--- src/rtl/spi_frame_ctrl_if.sv ---
// SPI word-engine and register-file signal bundle for spi_frame_ctrl.
// master: the frame controller side; slave: the SPI slave / register file side.
interface spi_frame_ctrl_if #(
    parameter int DATA_SIZE = 16,
    parameter int ADDR_W    = 7
);
    logic                 cs;
    logic                 rx_valid;
    logic [DATA_SIZE-1:0] rx_data;
    logic [DATA_SIZE-1:0] tx_data;
    logic                 tx_valid;
    logic                 tx_ready;
    logic [ADDR_W-1:0]    reg_addr;
    logic [DATA_SIZE-1:0] reg_wdata;
    logic                 reg_we;
    logic                 reg_re;
    logic [DATA_SIZE-1:0] reg_rdata;
    logic                 busy;
    logic                 err;

    modport master (
        input  cs, rx_valid, rx_data, tx_ready, reg_rdata,
        output tx_data, tx_valid, reg_addr, reg_wdata, reg_we, reg_re, busy, err
    );

    modport slave (
        output cs, rx_valid, rx_data, tx_ready, reg_rdata,
        input  tx_data, tx_valid, reg_addr, reg_wdata, reg_we, reg_re, busy, err
    );
endinterface

--- src/rtl/spi_frame_ctrl.sv ---
// Frames the 16-bit SPI word stream into register-file reads/writes (header + data words).
// Optional SPI_FRAME_CRC_EN: trailing CRC-16/CCITT word, writes buffered and committed on CRC match.
module spi_frame_ctrl #(
    parameter int DATA_SIZE   = 16,
    parameter int ADDR_W      = 7,
    parameter int LEN_W       = 8,
    parameter int SYNC_STAGES = 2
) (
    input logic              clk,
    input logic              rst,
    spi_frame_ctrl_if.master bus
);
    localparam int                   CNT_W     = LEN_W + 1;
    localparam logic [DATA_SIZE-1:0] IDLE_WORD = DATA_SIZE'(16'h5555);

    typedef enum logic [3:0] {
        IDLE, HDR, WR_DATA, RD_FETCH, RD_LOAD, RD_WAIT
`ifdef SPI_FRAME_CRC_EN
        , WR_CRC, WR_FLUSH, RD_CRC
`endif
    } state_t;

    state_t               state, state_n;
    logic [ADDR_W-1:0]    addr, addr_n;
    logic [CNT_W-1:0]     count, count_n;
    logic [1:0]           ph, ph_n;
    logic                 err_q, err_n;
    logic                 reg_we_q, reg_we_n;
    logic                 reg_re_q, reg_re_n;
    logic [ADDR_W-1:0]    reg_addr_q, reg_addr_n;
    logic [DATA_SIZE-1:0] tx_data_q, tx_data_n;
    logic                 tx_valid_q, tx_valid_n;
    logic [DATA_SIZE-1:0] rx_word;

    logic [SYNC_STAGES-1:0] cs_sync, rxv_sync, txr_sync;
    logic                   cs_s, rxv_s, txr_s;
    logic                   cs_q, rxv_q, txr_q;
    logic                   cs_rise, rx_stb;
    logic [15:0]            tx_words;

    logic                 hdr_w;
    logic [ADDR_W-1:0]    hdr_addr;
    logic [LEN_W-1:0]     hdr_len;

    assign cs_s    = cs_sync[SYNC_STAGES-1];
    assign rxv_s   = rxv_sync[SYNC_STAGES-1];
    assign txr_s   = txr_sync[SYNC_STAGES-1];
    assign cs_rise = cs_s & ~cs_q;
    assign rx_stb  = rxv_s & ~rxv_q;

    assign hdr_w    = bus.rx_data[DATA_SIZE-1];
    assign hdr_addr = bus.rx_data[LEN_W +: ADDR_W];
    assign hdr_len  = bus.rx_data[LEN_W-1:0];

    always_ff @(posedge clk) begin
        if (rst) begin
            cs_sync  <= '1;
            rxv_sync <= '0;
            txr_sync <= '0;
            cs_q     <= 1'b1;
            rxv_q    <= 1'b0;
            txr_q    <= 1'b0;
            tx_words <= '0;
        end else begin
            cs_sync  <= {cs_sync[SYNC_STAGES-2:0], bus.cs};
            rxv_sync <= {rxv_sync[SYNC_STAGES-2:0], bus.rx_valid};
            txr_sync <= {txr_sync[SYNC_STAGES-2:0], bus.tx_ready};
            cs_q     <= cs_s;
            rxv_q    <= rxv_s;
            txr_q    <= txr_s;
            if (txr_s && !txr_q)
                tx_words <= tx_words + 16'd1;
        end
    end

`ifdef SPI_FRAME_CRC_EN
    logic [15:0]          crc, crc_n;
    logic                 drop, drop_n;
    logic [2:0]           wcnt, wcnt_n;
    logic [1:0]           rptr, rptr_n;
    logic [DATA_SIZE-1:0] wdata_q, wdata_n;
    logic [DATA_SIZE-1:0] fifo [4];
    logic                 fifo_push;

    function automatic logic [15:0] crc16(input logic [15:0] c, input logic [DATA_SIZE-1:0] d);
        logic [15:0] r;
        r = c;
        for (int unsigned i = 0; i < DATA_SIZE; i++)
            r = {r[14:0], 1'b0} ^ ((r[15] ^ d[DATA_SIZE-1-i]) ? 16'h1021 : 16'h0000);
        return r;
    endfunction

    always_ff @(posedge clk) begin
        if (rst) begin
            crc     <= 16'hFFFF;
            drop    <= 1'b0;
            wcnt    <= '0;
            rptr    <= '0;
            wdata_q <= '0;
        end else begin
            crc     <= crc_n;
            drop    <= drop_n;
            wcnt    <= wcnt_n;
            rptr    <= rptr_n;
            wdata_q <= wdata_n;
        end
    end

    always_ff @(posedge clk) begin
        if (fifo_push)
            fifo[wcnt[1:0]] <= bus.rx_data;
    end

    assign bus.reg_wdata = wdata_q;
`else
    assign bus.reg_wdata = rx_word;
`endif

    always_ff @(posedge clk) begin
        if (rst) begin
            state      <= IDLE;
            addr       <= '0;
            count      <= '0;
            ph         <= '0;
            err_q      <= 1'b0;
            reg_we_q   <= 1'b0;
            reg_re_q   <= 1'b0;
            reg_addr_q <= '0;
            tx_data_q  <= IDLE_WORD;
            tx_valid_q <= 1'b0;
            rx_word    <= '0;
        end else begin
            state      <= state_n;
            addr       <= addr_n;
            count      <= count_n;
            ph         <= ph_n;
            err_q      <= err_n;
            reg_we_q   <= reg_we_n;
            reg_re_q   <= reg_re_n;
            reg_addr_q <= reg_addr_n;
            tx_data_q  <= tx_data_n;
            tx_valid_q <= tx_valid_n;
            if (rx_stb)
                rx_word <= bus.rx_data;
        end
    end

    always_comb begin
        state_n    = state;
        addr_n     = addr;
        count_n    = count;
        ph_n       = ph;
        err_n      = err_q;
        reg_we_n   = 1'b0;
        reg_re_n   = 1'b0;
        reg_addr_n = reg_addr_q;
        tx_data_n  = tx_data_q;
        tx_valid_n = 1'b0;
`ifdef SPI_FRAME_CRC_EN
        crc_n     = crc;
        drop_n    = drop;
        wcnt_n    = wcnt;
        rptr_n    = rptr;
        wdata_n   = wdata_q;
        fifo_push = 1'b0;
`endif
        // A cs deassert aborts whatever is in flight, including an rx_stb in the same cycle.
        if (cs_rise && state != IDLE) begin
            state_n = IDLE;
            ph_n    = '0;
            if ((state == WR_DATA || state == RD_WAIT) && count != '0)
                err_n = 1'b1;
`ifdef SPI_FRAME_CRC_EN
            if (state == WR_CRC || state == RD_CRC)
                err_n = 1'b1;
`endif
        end else begin
            if (rx_stb && (state == RD_FETCH || state == RD_LOAD)) begin
                err_n = 1'b1;
                if (count != '0)
                    count_n = count - CNT_W'(1);
            end
            case (state)
                IDLE: begin
                    if (!cs_s)
                        state_n = HDR;
                end
                HDR: begin
                    if (rx_stb) begin
                        addr_n  = hdr_addr;
                        count_n = CNT_W'(hdr_len) + CNT_W'(1);
                        err_n   = 1'b0;
                        state_n = hdr_w ? WR_DATA : RD_FETCH;
`ifdef SPI_FRAME_CRC_EN
                        crc_n  = crc16(16'hFFFF, bus.rx_data);
                        wcnt_n = '0;
                        drop_n = hdr_w && (hdr_len > LEN_W'(3));
                        if (hdr_w && (hdr_len > LEN_W'(3)))
                            err_n = 1'b1;
`endif
                    end
                end
                WR_DATA: begin
                    if (rx_stb) begin
                        count_n = count - CNT_W'(1);
`ifdef SPI_FRAME_CRC_EN
                        crc_n = crc16(crc, bus.rx_data);
                        if (!drop) begin
                            fifo_push = 1'b1;
                            wcnt_n    = wcnt + 3'd1;
                        end
                        if (count == CNT_W'(1))
                            state_n = WR_CRC;
`else
                        reg_we_n   = 1'b1;
                        reg_addr_n = addr;
                        addr_n     = addr + ADDR_W'(1);
                        if (count == CNT_W'(1))
                            state_n = HDR;
`endif
                    end
                end
                RD_FETCH: begin
                    reg_re_n   = 1'b1;
                    reg_addr_n = addr;
                    addr_n     = addr + ADDR_W'(1);
                    ph_n       = '0;
                    state_n    = RD_LOAD;
                end
                // ph0: read in flight; ph1: capture rdata; ph1/ph2 hold tx_valid for two clocks.
                RD_LOAD: begin
                    ph_n = ph + 2'd1;
                    case (ph)
                        2'd1: begin
                            tx_data_n  = bus.reg_rdata;
                            tx_valid_n = 1'b1;
                        end
                        2'd2: tx_valid_n = 1'b1;
                        2'd3: state_n = RD_WAIT;
                        default: ;
                    endcase
                end
                RD_WAIT: begin
                    if (rx_stb) begin
                        if (count != '0)
                            count_n = count - CNT_W'(1);
`ifdef SPI_FRAME_CRC_EN
                        crc_n = crc16(crc, bus.rx_data);
`endif
                        if (count <= CNT_W'(1)) begin
                            tx_data_n  = IDLE_WORD;
                            tx_valid_n = 1'b1;
`ifdef SPI_FRAME_CRC_EN
                            state_n = RD_CRC;
`else
                            state_n = HDR;
`endif
                        end else begin
                            state_n = RD_FETCH;
                        end
                    end
                end
`ifdef SPI_FRAME_CRC_EN
                WR_CRC: begin
                    if (rx_stb) begin
                        rptr_n = '0;
                        if (!drop && bus.rx_data == crc) begin
                            state_n = WR_FLUSH;
                        end else begin
                            err_n   = 1'b1;
                            state_n = HDR;
                        end
                    end
                end
                WR_FLUSH: begin
                    reg_we_n   = 1'b1;
                    reg_addr_n = addr;
                    wdata_n    = fifo[rptr];
                    addr_n     = addr + ADDR_W'(1);
                    rptr_n     = rptr + 2'd1;
                    if (3'(rptr) + 3'd1 == wcnt)
                        state_n = HDR;
                end
                RD_CRC: begin
                    if (rx_stb) begin
                        if (bus.rx_data != crc)
                            err_n = 1'b1;
                        state_n = HDR;
                    end
                end
`endif
                default: state_n = IDLE;
            endcase
        end
    end

    assign bus.tx_data  = tx_data_q;
    assign bus.tx_valid = tx_valid_q;
    assign bus.reg_addr = reg_addr_q;
    assign bus.reg_we   = reg_we_q;
    assign bus.reg_re   = reg_re_q;
    assign bus.busy     = (state != IDLE);
    assign bus.err      = err_q;
endmodule

--- src/flat_wrapper.sv ---
// flat-port wrapper written by rule: the top's interface ports become plain ports
module spi_frame_ctrl_flat 
#(
    parameter int DATA_SIZE   = 16,
    parameter int ADDR_W      = 7,
    parameter int LEN_W       = 8,
    parameter int SYNC_STAGES = 2
)
  (clk, rst, bus_cs, bus_rx_valid, bus_rx_data, bus_tx_ready, bus_reg_rdata, bus_tx_data, bus_tx_valid, bus_reg_addr, bus_reg_wdata, bus_reg_we, bus_reg_re, bus_busy, bus_err);
  spi_frame_ctrl_if #(.DATA_SIZE(DATA_SIZE), .ADDR_W(ADDR_W)) bus_i ();
  input logic clk;
  input logic rst;
  input wire logic [$bits(bus_i.cs)-1:0] bus_cs;
  input wire logic [$bits(bus_i.rx_valid)-1:0] bus_rx_valid;
  input wire logic [$bits(bus_i.rx_data)-1:0] bus_rx_data;
  input wire logic [$bits(bus_i.tx_ready)-1:0] bus_tx_ready;
  input wire logic [$bits(bus_i.reg_rdata)-1:0] bus_reg_rdata;
  output wire logic [$bits(bus_i.tx_data)-1:0] bus_tx_data;
  output wire logic [$bits(bus_i.tx_valid)-1:0] bus_tx_valid;
  output wire logic [$bits(bus_i.reg_addr)-1:0] bus_reg_addr;
  output wire logic [$bits(bus_i.reg_wdata)-1:0] bus_reg_wdata;
  output wire logic [$bits(bus_i.reg_we)-1:0] bus_reg_we;
  output wire logic [$bits(bus_i.reg_re)-1:0] bus_reg_re;
  output wire logic [$bits(bus_i.busy)-1:0] bus_busy;
  output wire logic [$bits(bus_i.err)-1:0] bus_err;
  assign bus_i.cs = bus_cs;
  assign bus_i.rx_valid = bus_rx_valid;
  assign bus_i.rx_data = bus_rx_data;
  assign bus_i.tx_ready = bus_tx_ready;
  assign bus_i.reg_rdata = bus_reg_rdata;
  assign bus_tx_data = bus_i.tx_data;
  assign bus_tx_valid = bus_i.tx_valid;
  assign bus_reg_addr = bus_i.reg_addr;
  assign bus_reg_wdata = bus_i.reg_wdata;
  assign bus_reg_we = bus_i.reg_we;
  assign bus_reg_re = bus_i.reg_re;
  assign bus_busy = bus_i.busy;
  assign bus_err = bus_i.err;
  spi_frame_ctrl #(.DATA_SIZE(DATA_SIZE), .ADDR_W(ADDR_W), .LEN_W(LEN_W), .SYNC_STAGES(SYNC_STAGES)) u_core (.clk(clk), .rst(rst), .bus(bus_i));
endmodule
--- config.mk ---
export PLATFORM = sky130hd
export DESIGN_NAME = spi_frame_ctrl_flat
export DESIGN_NICKNAME = d
export VERILOG_FILES = /design/src/rtl/spi_frame_ctrl_if.sv /design/src/rtl/spi_frame_ctrl.sv /design/src/flat_wrapper.sv
export SDC_FILE = /design/constraint.sdc
export NUM_CORES = 1
export LEC_CHECK = 0
export CAP_MARGIN = 20
export CORE_UTILIZATION = 52
export CTS_BUF_LIST = sky130_fd_sc_hd__clkbuf_4 sky130_fd_sc_hd__clkbuf_8
export CTS_CLUSTER_DIAMETER = 120
export DETAILED_ROUTE_END_ITERATION = 6
export PLACE_DENSITY_LB_ADDON = 0.25
export RECOVER_POWER = 50
export SLEW_MARGIN = 10
export SYNTH_ARGS = -nofsm -noshare
export SYNTH_HDL_FRONTEND = slang
export SYNTH_SLANG_ARGS = --single-unit
--- constraint.sdc ---
create_clock -name clk -period 2.7 [get_ports clk]
set_input_delay 0.54 -clock clk [delete_from_list [all_inputs] [get_ports clk]]
set_output_delay 0.54 -clock clk [all_outputs]
set_load 0.02 [all_outputs]
## Yosys cells after proc, flatten, opt, wreduce, memory -nomap -nowiden

Index checks and enable logic that the tools add are counted.

- Add/sub/neg operators: 4
- Order comparisons: 1
- Equality and inequality tests: 18
- Multiplexer cells: 37
- Bitwise gates (word level): 6
- Reduce and logical (&&, ||, !) cells: 19

Operators with widths:

| cell | count |
|---|---|
| $mux 9 | 6 |
| $mux 16 | 3 |
| $pmux 16 s2 | 1 |
| $pmux 9 s3 | 1 |
| $mux 4 | 6 |
| $pmux 4 s6 | 1 |
| $mux 7 | 3 |
| $pmux 7 s3 | 1 |
| $pmux 7 s2 | 1 |
| $ne 2x2->1 const B | 6 |
| $mux 1 | 11 |
| $add 8x1->9 const B | 1 |
| $eq 9x1->1 const B | 1 |
| $le 9x1->1 const B | 1 |
| $reduce_bool 9->1 | 1 |
| $sub 9x1->9 const B | 1 |
| $eq 4x2->1 const B | 2 |
| $eq 4x3->1 const B | 2 |
| $add 7x1->7 const B | 1 |
| $ne 2x1->1 const B | 3 |
| $reduce_and 6->1 | 1 |
| $reduce_bool 2->1 | 3 |
| $reduce_and 5->1 | 1 |
| $eq 2x2->1 const B | 2 |
| 17 further kinds | 25 |

- Register bits: 71
- Output and inout port bits: 44

## Longest topological paths before layout

- Depth in word-level cells: 7
- Mapped depth: 8

## Worst setup path after synthesis

No wires, ideal clock.

- Path type: register to register
- Start point: register u_core.state[2]
- End point: register u_core.reg_addr_q[0] (netlist: u_core.bus.reg_addr[0])
- Setup time: 0.128 ns
- Arrival time: 2.018 ns
- Data required time: 2.572 ns
- Setup slack: 0.554 ns
- Stages on the path, launching flop included: 8
- Buffers on the path: 2
- Period minus slack after synthesis: 2.146 ns
- Cells stage by stage: dfxtp_1 clkbuf_1 or3_1 and3b_1 clkbuf_1 a211oi_4 mux2i_1 nor2_1

- Longest elaborated chain between the ends: 4
- Elaborated cells on any way between the ends: 9

Ends and longest elaborated chain:

| what | RTL line | source |
|---|---|---|
| start: declaration | spi_frame_ctrl.sv:23 | `state_t state, state_n;` |
| start signal: assignment | spi_frame_ctrl.sv:133 | `state <= state_n;` |
| $reduce_bool 4->1 | -- |  |
| net bus_busy | flat_wrapper.sv:24 | `output wire logic [$bits(bus_i.busy)-1:0] bus_busy;` |
| $logic_and 1x1->1 | spi_frame_ctrl.sv:168 | `if (cs_rise && state != IDLE) begin` |
| $not 1->1 (no source line) | -- |  |
| $reduce_and 3->1 (no source line) | -- |  |
| end signal: assignment | spi_frame_ctrl.sv:140 | `reg_addr_q <= reg_addr_n;` |
| end: declaration | spi_frame_ctrl.sv:30 | `logic [ADDR_W-1:0] reg_addr_q, reg_addr_n;` |

The timed path passes the listed nets, and every way through them passes these cells.
A chain may end at the register's enable or synchronous reset.

## Worst setup path after layout

- Start point: register u_core.state[2]
- End point: output port bus_busy

- Longest elaborated chain between the ends: 1

Ends and longest elaborated chain:

| what | RTL line | source |
|---|---|---|
| $reduce_bool 4->1 | spi_frame_ctrl.sv:302 | `assign bus.busy = (state != IDLE);` |
| end: declaration | flat_wrapper.sv:24 |  |

No other way between the ends.

==> metrics.txt <==
I/O pin cnt=81; top library cells by usage in the layout, fill and taps aside=sky130_fd_sc_hd__dfxtp_1, sky130_fd_sc_hd__nand2_1, sky130_fd_sc_hd__clkdlybuf4s50_1; Cells after Synth=~420; hold slack=415 ps; total congestion overflow=0; class of the tightest hold or removal check=reg -> reg; final net count=550; endpoint of the worst register-to-register path=u_core.bus.reg_addr[6]; router iterations before antenna repair=7; required time at the worst-slack endpoint=2160 ps; final clock period utilization by the worst path=88.2%; sum of internal, switching and leakage power=around 2300 uW; die width=85.0 um; Post-Synthesis Mean Instance Area=8.46 sq um; clock transition at the registers of the reported paths=approximately 80 ps; total wire length=between 10000 and 15000 um; slew at the pin closest to its max-slew limit=between 900 and 1000 ps; layout cell share with drive strength beyond 1=10.6%; input/output buffers=79; final setup violating endpoints=0; power share of the combinational group=12.8%; summed negative setup slack over all endpoints=0 ps; clock tree from TritonCTS=built; switching power of the nets=just under 600 uW; synthesized flop and latch total=70; Core Area=0.00649 sq mm; Final Hold Fails=0; Slew headroom=between 30% and 40%; result of the run=finished with violations; Worst setup EP type=primary output; Layout fillers=499; clock root buffer master=sky130_fd_sc_hd__clkbuf_8; Vert. Die Dim=85.0 um; largest clock skew in the final design=5.86 ps; GRT Total Usage=29.8%; initial antenna violation count=0; area occupied by multi-input gates=around 0.002 sq mm; Peak Freq=roughly 0.42 GHz; combined area of all synthesized cells=roughly 0.0036 sq mm; power per cell area=491 mW/mm^2; area enclosed by the die boundary=~0.0072 sq mm; first-pass GRT wire length=17000 um; arrival time at the worst endpoint=between 1500 and 2000 ps; number of distinct library cells after synthesis=slightly above 60; Reg2Reg Setup Slack=370 ps; DRC Markers=5; leading cell type in the layout, fill and taps excluded=sky130_fd_sc_hd__dfxtp_1; Post-synth EDFFs=0; # rows=29; Switching Share=between 20% and 30%; effective utilization at floorplan=between 50% and 60%; dominant synthesized flop cell=sky130_fd_sc_hd__dfxtp_1; hold-fix buffer count after cts=0; Syn Nets=467; worst reg2reg path depth=5; maximum vdd drop=0.000457 V; H-tree levels=3; Leakage=0.00183 uW; clock period minus final worst setup slack=2380 ps; maximum root-to-sink buffer count=2; synthesis warning total=0; half-perimeter wire length after placement=7460 um; CTS Buf Count=9; detail-routed via count per cell=6.19; launching point of the worst reg2reg path=u_core.state[2]; vias in the first global route=3513; type of the setup path with the least slack=reg -> out; total of max-cap violations=0; pin count of the biggest net entering global routing=38; count of nets left with antenna violations after detail routing=0; crit path max fanout=11; internal power of the cells=between 1500 and 2000 uW; violations in the final reports=DRC; Syn-to-layout area delta=32.1%; sequential fraction of design power=a little under half; Post-synth ARST share=0%; later-pin clock latency in the skew report=350 ps; postcts setup bufs=0; clock power share=between 40% and 50%; antenna cell count=0; GPL Wtd Cong=just under 1; crit path launch type=register; Max Slew Vio Count=0; wire per inst=17.8 um; startpoint of the lowest-slack hold path=u_core.cs_sync[0]; number of sinks on the clock net=70; starting DRC count in detailed routing=311; Placed Instance Area=0.00452 sq mm; Via Count=3634; hold worst-path end=u_core.cs_sync[1]; post-route cell area=0.00473 sq mm; hold path cells=1; storage element area=0.00140 sq mm; end-of-flow core utilization=72.8%; setup repair after global routing missed its margin=no; CTS resizes=0; part of the Yosys area used for sequential elements=39.2%
==> stage by stage <==
step | std cells | setup WS [ps]
global placement | 572 | 384
finish | 587 | 318
CTS | 587 | 328
detailed placement | 572 | 364
global route | 587 | 257
floorplan | 423 | 554
==> worst max path at each step <==
stage                          from                     end  cells past startpoint
floorplan           u_core.state[2]  u_core.bus.reg_addr[0]                      7
global placement     bus_rx_data[0]         u_core.count[2]                      7
detailed placement   bus_rx_data[1]         u_core.count[2]                      7
CTS                 u_core.state[0]                bus_busy                      2
global route        u_core.state[0]  u_core.bus.reg_addr[4]                      5
finish              u_core.state[2]                bus_busy                      2
==> flip-flops by register name, indices dropped and copies added (netlist names), 3 cells and up <==
register / count
u_core.count: 9
u_core.bus.tx_data: 16
u_core.bus.reg_wdata: 16
u_core.state: 3
u_core.bus.reg_addr: 7
u_core.addr: 7
==> Yosys cell counts (3+ instances only) <==
library cell,instances,area (sq um)
sky130_fd_sc_hd__nand4_1,4,25.0
sky130_fd_sc_hd__a31oi_1,7,43.8
sky130_fd_sc_hd__a32o_1,3,30.0
sky130_fd_sc_hd__nor2b_1,7,43.8
sky130_fd_sc_hd__xor2_1,4,35.0
sky130_fd_sc_hd__clkbuf_1,26,97.6
sky130_fd_sc_hd__or3_1,4,25.0
sky130_fd_sc_hd__nor3_1,7,35.0
sky130_fd_sc_hd__o41ai_1,3,26.3
sky130_fd_sc_hd__a22o_1,10,87.6
sky130_fd_sc_hd__nand3_1,10,50.1
sky130_fd_sc_hd__and3_1,8,50.1
sky130_fd_sc_hd__o21a_1,5,37.5
sky130_fd_sc_hd__mux2i_1,9,90.1
sky130_fd_sc_hd__o31ai_1,3,22.5
sky130_fd_sc_hd__nand3b_1,7,52.6
sky130_fd_sc_hd__a2111oi_0,3,26.3
sky130_fd_sc_hd__nor3b_1,3,22.5
sky130_fd_sc_hd__nor2_1,29,109
sky130_fd_sc_hd__o22a_1,8,70.1
sky130_fd_sc_hd__nand2_1,54,203
sky130_fd_sc_hd__a32oi_1,3,26.3
sky130_fd_sc_hd__or3b_2,4,35.0
sky130_fd_sc_hd__o21ai_0,19,95.1
sky130_fd_sc_hd__or2_2,3,18.8
sky130_fd_sc_hd__o2111ai_1,3,26.3
sky130_fd_sc_hd__o32ai_1,3,26.3
sky130_fd_sc_hd__nand2b_1,6,37.5
sky130_fd_sc_hd__inv_1,8,30.0
sky130_fd_sc_hd__a21oi_1,38,190
sky130_fd_sc_hd__xnor2_1,6,52.6
sky130_fd_sc_hd__buf_1,3,11.3
sky130_fd_sc_hd__dfxtp_1,70,1400
sky130_fd_sc_hd__ha_1,7,87.6
==> cell families (layout without fill, tap and decap cells) <==
logic type,after synthesis,after routing,share of synthesized area [%]
buffers and inverters,39,126,4.30
AO/OA/AOI/OAI,132,132,26.7
multiplexers,9,9,2.52
adder cells (fa/ha/maj),7,7,2.45
AND/OR/NAND/NOR,156,156,22.4
XOR/XNOR,10,10,2.45
flip-flops,70,70,39.2
==> final cells by class <==
| cell class | count | share of cell area [%] |
|---|---|---|
| multi-input cells | 314 | 42.9 |
| flip-flops and latches | 70 | 29.7 |
| repair buffers | 102 | 20.1 |
| clock buffers | 10 | 2.91 |
| well taps | 77 | 2.04 |
| clock inverters | 5 | 1.72 |
| inverters | 9 | 0.715 |
==> critical path, cell delays in order, from the launching register on <==
cell	delay, ps
sky130_fd_sc_hd__dfxtp_1	430
sky130_fd_sc_hd__or3_1	500
sky130_fd_sc_hd__clkdlybuf4s50_1	570
==> power by group through the flow <==
stage | Sequential [uW] | Combinational, uW | Clock [uW]
2_1_floorplan | 1100 | 143 | 0
3_3_place_gp | 1090 | 290 | 0
3_5_place_dp | 1090 | 294 | 0
4_1_cts | 1070 | 296 | 959
5_1_grt | 1070 | 319 | 1000
6_report | 1070 | 296 | 957
==> routing by layer <==
| layer | wire [um] | vias up | GRT usage, % |
|---|---|---|---|
| met3 | 864 | 24 | 7.98 |
| met1 | 4220 | 1713 | 36.3 |
| li1 | - | 1720 | - |
| met2 | 5130 | 177 | 50.4 |
| met4 | 236 | 0 | 11.2 |
| met5 | 0 | - | 0 |
(Power assumes the default switching activity.)
